## config.mk

```make
export PLATFORM = sky130hd
export DESIGN_NAME = uart_tx_param
export DESIGN_NICKNAME = d
export VERILOG_FILES = /design/src/rtl/uart_pkg.sv /design/src/rtl/uart_tx_fifo.sv /design/src/rtl/uart_tx_param.sv
export SDC_FILE = /design/constraint.sdc
export NUM_CORES = 1
export LEC_CHECK = 0
export ABC_CLOCK_PERIOD_IN_PS = 6450
export CORE_ASPECT_RATIO = 0.75
export CORE_UTILIZATION = 45
export DETAILED_ROUTE_END_ITERATION = 8
export SYNTH_ARGS = -nofsm -noshare
export SYNTH_HDL_FRONTEND = slang
export SYNTH_SLANG_ARGS = --single-unit
```

## constraint.sdc

```tcl
create_clock -name clk -period 6.45 [get_ports clk]
set_input_delay 0.9675 -clock clk [delete_from_list [all_inputs] [get_ports clk]]
set_output_delay 0.9675 -clock clk [all_outputs]
set_load 0.03 [all_outputs]
```

## src/rtl/uart_pkg.sv

```systemverilog
// Shared definitions for the parametrised UART transmitter:
// parity mode codes, the frame FSM states and the parity helper.
package uart_pkg;

    localparam int PARITY_NONE = 0;
    localparam int PARITY_ODD  = 1;
    localparam int PARITY_EVEN = 2;

    typedef enum logic [2:0] {
        IDLE,
        START,
        DATA,
        PAR,
        STOP
    } tx_state_t;

    // data_xor is the XOR-reduction of the data word; odd mode inverts it
    function automatic logic parity_bit(input logic data_xor, input int mode);
        return (mode == PARITY_ODD) ? ~data_xor : data_xor;
    endfunction

endpackage

```

## src/rtl/uart_tx_fifo.sv

```systemverilog
// Small synchronous FIFO that queues words for the transmitter.
// Pushes while full are dropped; the head word is visible on dout whenever not empty.
module uart_tx_fifo #(
    parameter int WIDTH = 8,
    parameter int DEPTH = 4
) (
    input  logic                     clk,
    input  logic                     res,
    input  logic                     push,
    input  logic                     pop,
    input  logic [WIDTH-1:0]         din,
    output logic [WIDTH-1:0]         dout,
    output logic                     full,
    output logic                     empty,
    output logic [$clog2(DEPTH):0]   count
);

    localparam int PTR_W = $clog2(DEPTH);
    localparam int CNT_W = PTR_W + 1;

    logic [WIDTH-1:0] mem [DEPTH];
    logic [PTR_W-1:0] wr_ptr;
    logic [PTR_W-1:0] rd_ptr;
    logic             do_push;
    logic             do_pop;

    assign full    = (count == CNT_W'(DEPTH));
    assign empty   = (count == '0);
    assign do_push = push && !full;
    assign do_pop  = pop && !empty;
    assign dout    = mem[rd_ptr];

    always_ff @(posedge clk) begin
        if (do_push) begin
            mem[wr_ptr] <= din;
        end
    end

    // DEPTH is a power of two, so the pointers wrap naturally
    always_ff @(posedge clk) begin
        if (res) begin
            wr_ptr <= '0;
            rd_ptr <= '0;
            count  <= '0;
        end else begin
            if (do_push) begin
                wr_ptr <= wr_ptr + PTR_W'(1);
            end
            if (do_pop) begin
                rd_ptr <= rd_ptr + PTR_W'(1);
            end
            case ({do_push, do_pop})
                2'b10:   count <= count + CNT_W'(1);
                2'b01:   count <= count - CNT_W'(1);
                default: count <= count;
            endcase
        end
    end

endmodule

```

## src/rtl/uart_tx_param.sv

```systemverilog
// Parametrised UART transmitter: input FIFO, bit divider and frame FSM.
// Frames are sent back-to-back with no idle gap while words are queued.
module uart_tx_param #(
    parameter int CLK_DIV    = 5000,
    parameter int DATA_BITS  = 8,
    parameter int PARITY     = 0,
    parameter int STOP_BITS  = 1,
    parameter int FIFO_DEPTH = 4
) (
    input  logic                 clk,
    input  logic                 res,
    input  logic [DATA_BITS-1:0] data_in,
    input  logic                 en_data_in,
    output logic                 rdy,
    output logic                 TX,
    output logic                 busy
);

    import uart_pkg::*;

    localparam int DIV_W = $clog2(CLK_DIV);
    localparam int BIT_W = $clog2(DATA_BITS);
    localparam int CNT_W = $clog2(FIFO_DEPTH) + 1;

    tx_state_t            state_q, state_d;
    logic [DIV_W-1:0]     div_q, div_d;
    logic [BIT_W-1:0]     bit_q, bit_d;
    logic [DATA_BITS-1:0] shift_q, shift_d;
    logic                 par_q, par_d;
    logic                 tx_q, tx_d;
    logic                 pop;
    logic                 wrap;

    logic [DATA_BITS-1:0] fifo_dout;
    logic                 fifo_full;
    logic                 fifo_empty;
    logic [CNT_W-1:0]     fifo_count;

    uart_tx_fifo #(
        .WIDTH (DATA_BITS),
        .DEPTH (FIFO_DEPTH)
    ) u_fifo (
        .clk   (clk),
        .res   (res),
        .push  (en_data_in),
        .pop   (pop),
        .din   (data_in),
        .dout  (fifo_dout),
        .full  (fifo_full),
        .empty (fifo_empty),
        .count (fifo_count)
    );

    assign rdy  = !fifo_full;
    assign busy = (state_q != IDLE) || (fifo_count != '0);
    assign TX   = tx_q;
    assign wrap = (div_q == DIV_W'(CLK_DIV - 1));

    always_ff @(posedge clk) begin
        if (res) begin
            state_q <= IDLE;
            div_q   <= '0;
            bit_q   <= '0;
            shift_q <= '0;
            par_q   <= 1'b0;
            tx_q    <= 1'b1;
        end else begin
            state_q <= state_d;
            div_q   <= div_d;
            bit_q   <= bit_d;
            shift_q <= shift_d;
            par_q   <= par_d;
            tx_q    <= tx_d;
        end
    end

    // The line only changes on a divider wrap, or on the pop edge that leaves IDLE
    always_comb begin
        state_d = state_q;
        div_d   = wrap ? '0 : div_q + DIV_W'(1);
        bit_d   = bit_q;
        shift_d = shift_q;
        par_d   = par_q;
        tx_d    = tx_q;
        pop     = 1'b0;

        case (state_q)
            IDLE: begin
                div_d = '0;
                if (!fifo_empty) begin
                    pop     = 1'b1;
                    shift_d = fifo_dout;
                    par_d   = parity_bit(^fifo_dout, PARITY);
                    tx_d    = 1'b0;
                    state_d = START;
                end
            end
            START: begin
                if (wrap) begin
                    tx_d    = shift_q[0];
                    shift_d = shift_q >> 1;
                    bit_d   = '0;
                    state_d = DATA;
                end
            end
            DATA: begin
                if (wrap) begin
                    if (bit_q == BIT_W'(DATA_BITS - 1)) begin
                        bit_d = '0;
                        if (PARITY != PARITY_NONE) begin
                            tx_d    = par_q;
                            state_d = PAR;
                        end else begin
                            tx_d    = 1'b1;
                            state_d = STOP;
                        end
                    end else begin
                        tx_d    = shift_q[0];
                        shift_d = shift_q >> 1;
                        bit_d   = bit_q + BIT_W'(1);
                    end
                end
            end
            PAR: begin
                if (wrap) begin
                    tx_d    = 1'b1;
                    bit_d   = '0;
                    state_d = STOP;
                end
            end
            STOP: begin
                if (wrap) begin
                    if (bit_q == BIT_W'(STOP_BITS - 1)) begin
                        bit_d = '0;
                        // Chain straight into the next start bit when a word is waiting
                        if (!fifo_empty) begin
                            pop     = 1'b1;
                            shift_d = fifo_dout;
                            par_d   = parity_bit(^fifo_dout, PARITY);
                            tx_d    = 1'b0;
                            state_d = START;
                        end else begin
                            state_d = IDLE;
                        end
                    end else begin
                        bit_d = bit_q + BIT_W'(1);
                    end
                end
            end
            default: begin
                state_d = IDLE;
            end
        endcase
    end

endmodule
```

; ---- Word level (Yosys, flattened, before mapping)
; Memories as Yosys holds them, arrays and structs flattened. A register that Yosys moved wholly into a read port is not among the register bits.
; Cells that the tools add are included.
[word_totals]
memories = 1
ram_bits = 32
regBits = 35
wordCells = 92
[memory_table]
columns = name, words, word_bits, rd, rd_clocked_by_memory_dff, write_ports, line
row1 = u_fifo.mem, 4, 8, 1, 1, 1, uart_tx_fifo.sv:21  ; logic [WIDTH-1:0] mem [DEPTH];
[classes]
reduce_logical = 20
n_addsub = 6
n_mux = 39
n_eq_ne = 18
[ops]
columns = op, n
row1 = 2-to-1 mux 8 bit, 6
row2 = 2-to-1 mux 3 bit, 12
row3 = one-hot mux 8 bit (4 select lines), 1
row4 = inequality test 2 bit (second input constant), 8
row5 = one-hot mux 3 bit (5 select lines), 1
row6 = adder 13 x 1 -> 13 bit (second input constant), 1
row7 = == test 13 bit (second input constant), 1
row8 = 2-to-1 mux 1 bit, 13
row9 = AND reduction 6 bit, 2
row10 = == test 3 bit (second input constant), 3
row11 = zero test 3 bit, 3
row12 = one-hot mux 3 bit (3 select lines), 1
row13 = nonzero test 3 bit, 3
row14 = AND reduction 7 bit, 1
row15 = adder 3 x 1 -> 3 bit (second input constant), 2
row16 = == test 3 x 2 -> 1 bit (second input constant), 2
row17 = one-hot mux 3 bit (2 select lines), 1
row18 = one-hot mux 1 bit (5 select lines), 1
row19 = nonzero test 5 bit, 1
row20 = adder 2 x 1 -> 2 bit (second input constant), 2
row21 = 2-to-1 mux 2 bit, 2
row22 = AND reduction 4 bit, 1
row23 = nonzero test 4 bit, 1
row24 = == test 3 x 1 -> 1 bit (second input constant), 1
row25 = other kinds (11), 13

; ---- Longest topological paths before layout
[depth]
depth_word = 8
depth_mapped = 10

; ---- By module
; A second synthesis with hierarchy kept.
[unflattened]
cells_unflattened = 277
hier_area_um2 = 3130.5
[by_module_without_submodules]
columns = module, n_inst, cells_each, area_each_um2
row1 = uart_tx_fifo, 1, 96, 1630.3
row2 = uart_tx_param, 1, 181, 1500.2

; ---- Worst setup path after synthesis
; OpenSTA, ideal clock, no wires.
[synth_path]
path_kind = in2reg
from = input en_data_in
to = register u_fifo.count[2]
path_stages = 7
setup_slack_ps = 3970
setup_time_ps = 121
arrival_ps = 2359
cell_sequence = and2_1 clkbuf_1 nor2_1 fa_1 and3_1 mux2i_1 mux2_2
[synth_between]
elab_chain_len = 3
word_cells_on_any_way = 5
classes_between = eq/ne (2) / mux (1) / reduce/logical (2)
[synth_lines]
columns = element, line
row1 = from (decl), uart_tx_param.sv:13  ; input logic en_data_in,
row2 = logical AND 1 bit (*), uart_tx_fifo.sv:29  ; assign do_push = push && !full;
row3 = == test 2 x 1 -> 1 bit / == test 2 bit (equally long branches), uart_tx_fifo.sv:52  ; case ({do_push, do_pop})
row4 = one-hot mux 3 bit (2 select lines) / nonzero test 2 bit (equally long branches), --
row5 = to (signal assigned), uart_tx_fifo.sv:53  ; 2'b10: count <= count + CNT_W'(1);
row6 = to (signal assigned), uart_tx_fifo.sv:54  ; 2'b01: count <= count - CNT_W'(1);
row7 = to (signal assigned), uart_tx_fifo.sv:55  ; default: count <= count;
row8 = to (decl), uart_tx_fifo.sv:15  ; output logic [$clog2(DEPTH):0] count
; Every way passes the cells marked *; elsewhere a longest branch is shown, timed or not.
; A chain may end at the register's enable or synchronous reset.

; ---- Final worst setup path
[layout_path]
from = register u_fifo.count[0]
to = output busy
[layout_between]
elab_chain_len = 2
[layout_lines]
columns = element, line
row1 = nonzero test 3 bit, uart_tx_param.sv:55  ; assign busy = (state_q != IDLE) || (fifo_count != '0);
row2 = logical OR 1 bit, uart_tx_param.sv:55
row3 = to (decl), uart_tx_param.sv:16  ; output logic busy
; Every way passes these cells.

==> metrics.txt <==
worst slew pin tran=about 940 ps; Seq pwr share=between 40% and 50%; endpoints failing hold=0; Post-DRT Antenna Nets=0; hpwl dp=~3800 um; io pins=14; postcts setup bufs=0; net switching power=0.0004295 W; Comb pwr share=between 20% and 30%; critical path peak fanout=5; Design Power=0.001280 W; syn_area_per_cell=about 12 um^2; Synth top cells by count=dfxtp_1 (37), edfxtp_1 (32), nor2_1 (30), a21oi_1 (15), nand2_1 (14); cts repair resizes=0; crit start category=flop; power per cell area=367.9 mW/mm^2; Die H=~74 um; Synth Register Bits=69; Yosys top cell by area=edfxtp_1; initial drt markers=a little over 70; drt drc=0; worst vdd ir=around 180 uV; diodes inserted=0; syn_nets=289; final worst-path cycle share=a little under half; post-DR vias/cell=around 5.4; core area=0.006538 mm^2; Clock Tree Buf Depth=2; vias in the first global route=1874; Worst path top cell family by delay=simple AND/OR/NAND/NOR gates; Slowest cell on crit path=clkdlybuf4s50_1; clock power share=24.1%; fraction of the yosys area taken by sequential cells=54.08%; Critical Path Max Stage Delay=roughly 620 ps; Pre-antenna DRT Iters=4; CTS Hold Bufs=0; Root Driver=clkbuf_8; top_reg_cell synth=dfxtp_1; max_cap viols=0; worst skew pair latency=around 340 ps; Worst setup EP type=output pin; endpoints failing setup=0; std cell rows=25; EDFF count, synth=32; setup TNS=0 ps; die boundary width=approximately 100 um; top-count cell post-synth=dfxtp_1; clock-pin slew on the worst setup and hold paths=80 ps; status=completed; fmax=around 340 MHz; starting density of the core=between 40% and 50%; drt wl/cell=between 15 and 20 um; sw frac=approximately a third; kind of critical path=reg -> out; leakage power total=between 1 and 1.5 nW; grt total ovfl=0; initial antenna violation count=0; Internal=0.0008503 W; DP Area=approximately 0.0033 mm^2; cts bufs inserted=9; top cells by area, synth=edfxtp_1 (31%), dfxtp_1 (24%), mux4_2 (5.7%); Cell Area, Synth=~0.0031 mm^2; clk sink count=69; layout cells sized above 1=a little over an eighth; distinct cell type count after synthesis=46; largest net degree at the start of global routing=27; number of H-tree levels=3; Clock Skew=7.979 ps; crit path DAT=between 1500 and 2000 ps; Placer Congestion=0.7570; Slew Viols, Final=0; Hold Path Class=reg -> reg; nets=around 300; CTS tree=done; final instance area=between 0.003 and 0.004 mm^2; die area=approximately 0.0073 mm^2; Mapped Cells=269; final wirelength=5493 um; Tmin final=roughly 2900 ps; Via Count=1960; Max-slew headroom=36.92%; GRT Total Usage=between 15 and 20%; Area Growth Syn to Fin=10.54%; port bufs=13; Crit path required time=around 5500 ps; first-pass GRT wire length=about 9500 um; CP cell instances=nor3_1 -> nand2_1 -> clkdlybuf4s50_1; asr flop ratio synth=0%; top-area cell type share of the netlist area=roughly 31%; Final Core Density=between 50% and 60%; worst path bufs/invs=1; synth warn=0; unrepaired setup endpoints after global routing=no
==> cell type report <==
class | count | area [um^2]
fill | 587 | 3059
sequential | 69 | 1702
multi-input combinational | 177 | 1336
timing repair buffer | 13 | 130.1
clock buffer | 9 | 123.9
tap | 81 | 101.3
clock inverter | 7 | 51.30
inverter | 9 | 33.78
==> layout by cell type (no fill, tap or decap), types with 11 or more instances in the layout <==
| cell type | synthesis | final |
|---|---|---|
| clkdlybuf4s50_1 | 0 | 13 |
| and3_1 | 13 | 13 |
| dfxtp_1 | 37 | 37 |
| a21oi_1 | 15 | 15 |
| o21ai_0 | 11 | 11 |
| nand2_1 | 14 | 14 |
| mux2i_1 | 11 | 11 |
| edfxtp_1 | 32 | 32 |
| nor2_1 | 30 | 30 |
==> stage by stage <==
step | instances | hold slack, ps | worst slack, ps
6_report | 365 | 460.4 | 3531
5_1_grt | 365 | 487.8 | 3396
4_1_cts | 365 | 464.0 | 3507
3_5_place_dp | 349 | 445.6 | 3411
3_3_place_gp | 349 | 435.3 | 3454
2_1_floorplan | 269 | 421.6 | 3970
==> per-layer routing <==
metal	global-route usage, %	wire length, um	vias to the layer above
met5	0	0	-
met4	5.970	33	0
met3	5.921	187	2
met2	24.18	2231	26
met1	25.41	3040	951
li1	-	-	981
==> state kept, by name, indices dropped and copies added, names as in the netlist, named ones only <==
signal / cells
u_fifo.mem: 32
div_q: 13
shift_q: 8
bit_q: 3
state_q: 3
u_fifo.count: 3
u_fifo.rd_ptr: 2
u_fifo.wr_ptr: 2
TX: 1
==> power groups by stage <==
stage          Clock, W  Sequential (W)  Combinational (W)
5_1_grt        0.000339        0.000607           0.000424
4_1_cts        0.000318        0.000594           0.000384
6_report       0.000308        0.000592           0.000380
3_3_place_gp          0        0.000602           0.000377
2_1_floorplan         0        0.000574           0.000322
3_5_place_dp          0        0.000604           0.000382
==> cell families after synthesis <==
family | count (synthesis) | synth area share [%]
AOI/OAI and AO/OA | 36 | 7.476
DFF | 69 | 54.08
buffers and inverters | 23 | 3.459
adders and majority gates | 9 | 3.817
and+or+nand+nor | 94 | 16.50
xor gates and xnor gates | 17 | 4.732
muxes | 21 | 9.940
==> path summary, 6_finish.rpt <==
check | from | endpoint | slack [ps] | cells after the start
hold / removal | div_q[0] | div_q[0] | 460 | 1
setup reg to reg | state_q[2] | u_fifo.count[2] | 3910 | 8
hold reg to reg | div_q[0] | div_q[0] | 460 | 1
setup / recovery | u_fifo.count[0] | busy | 3530 | 3
Note: power is estimated with default switching activity, not from simulation.
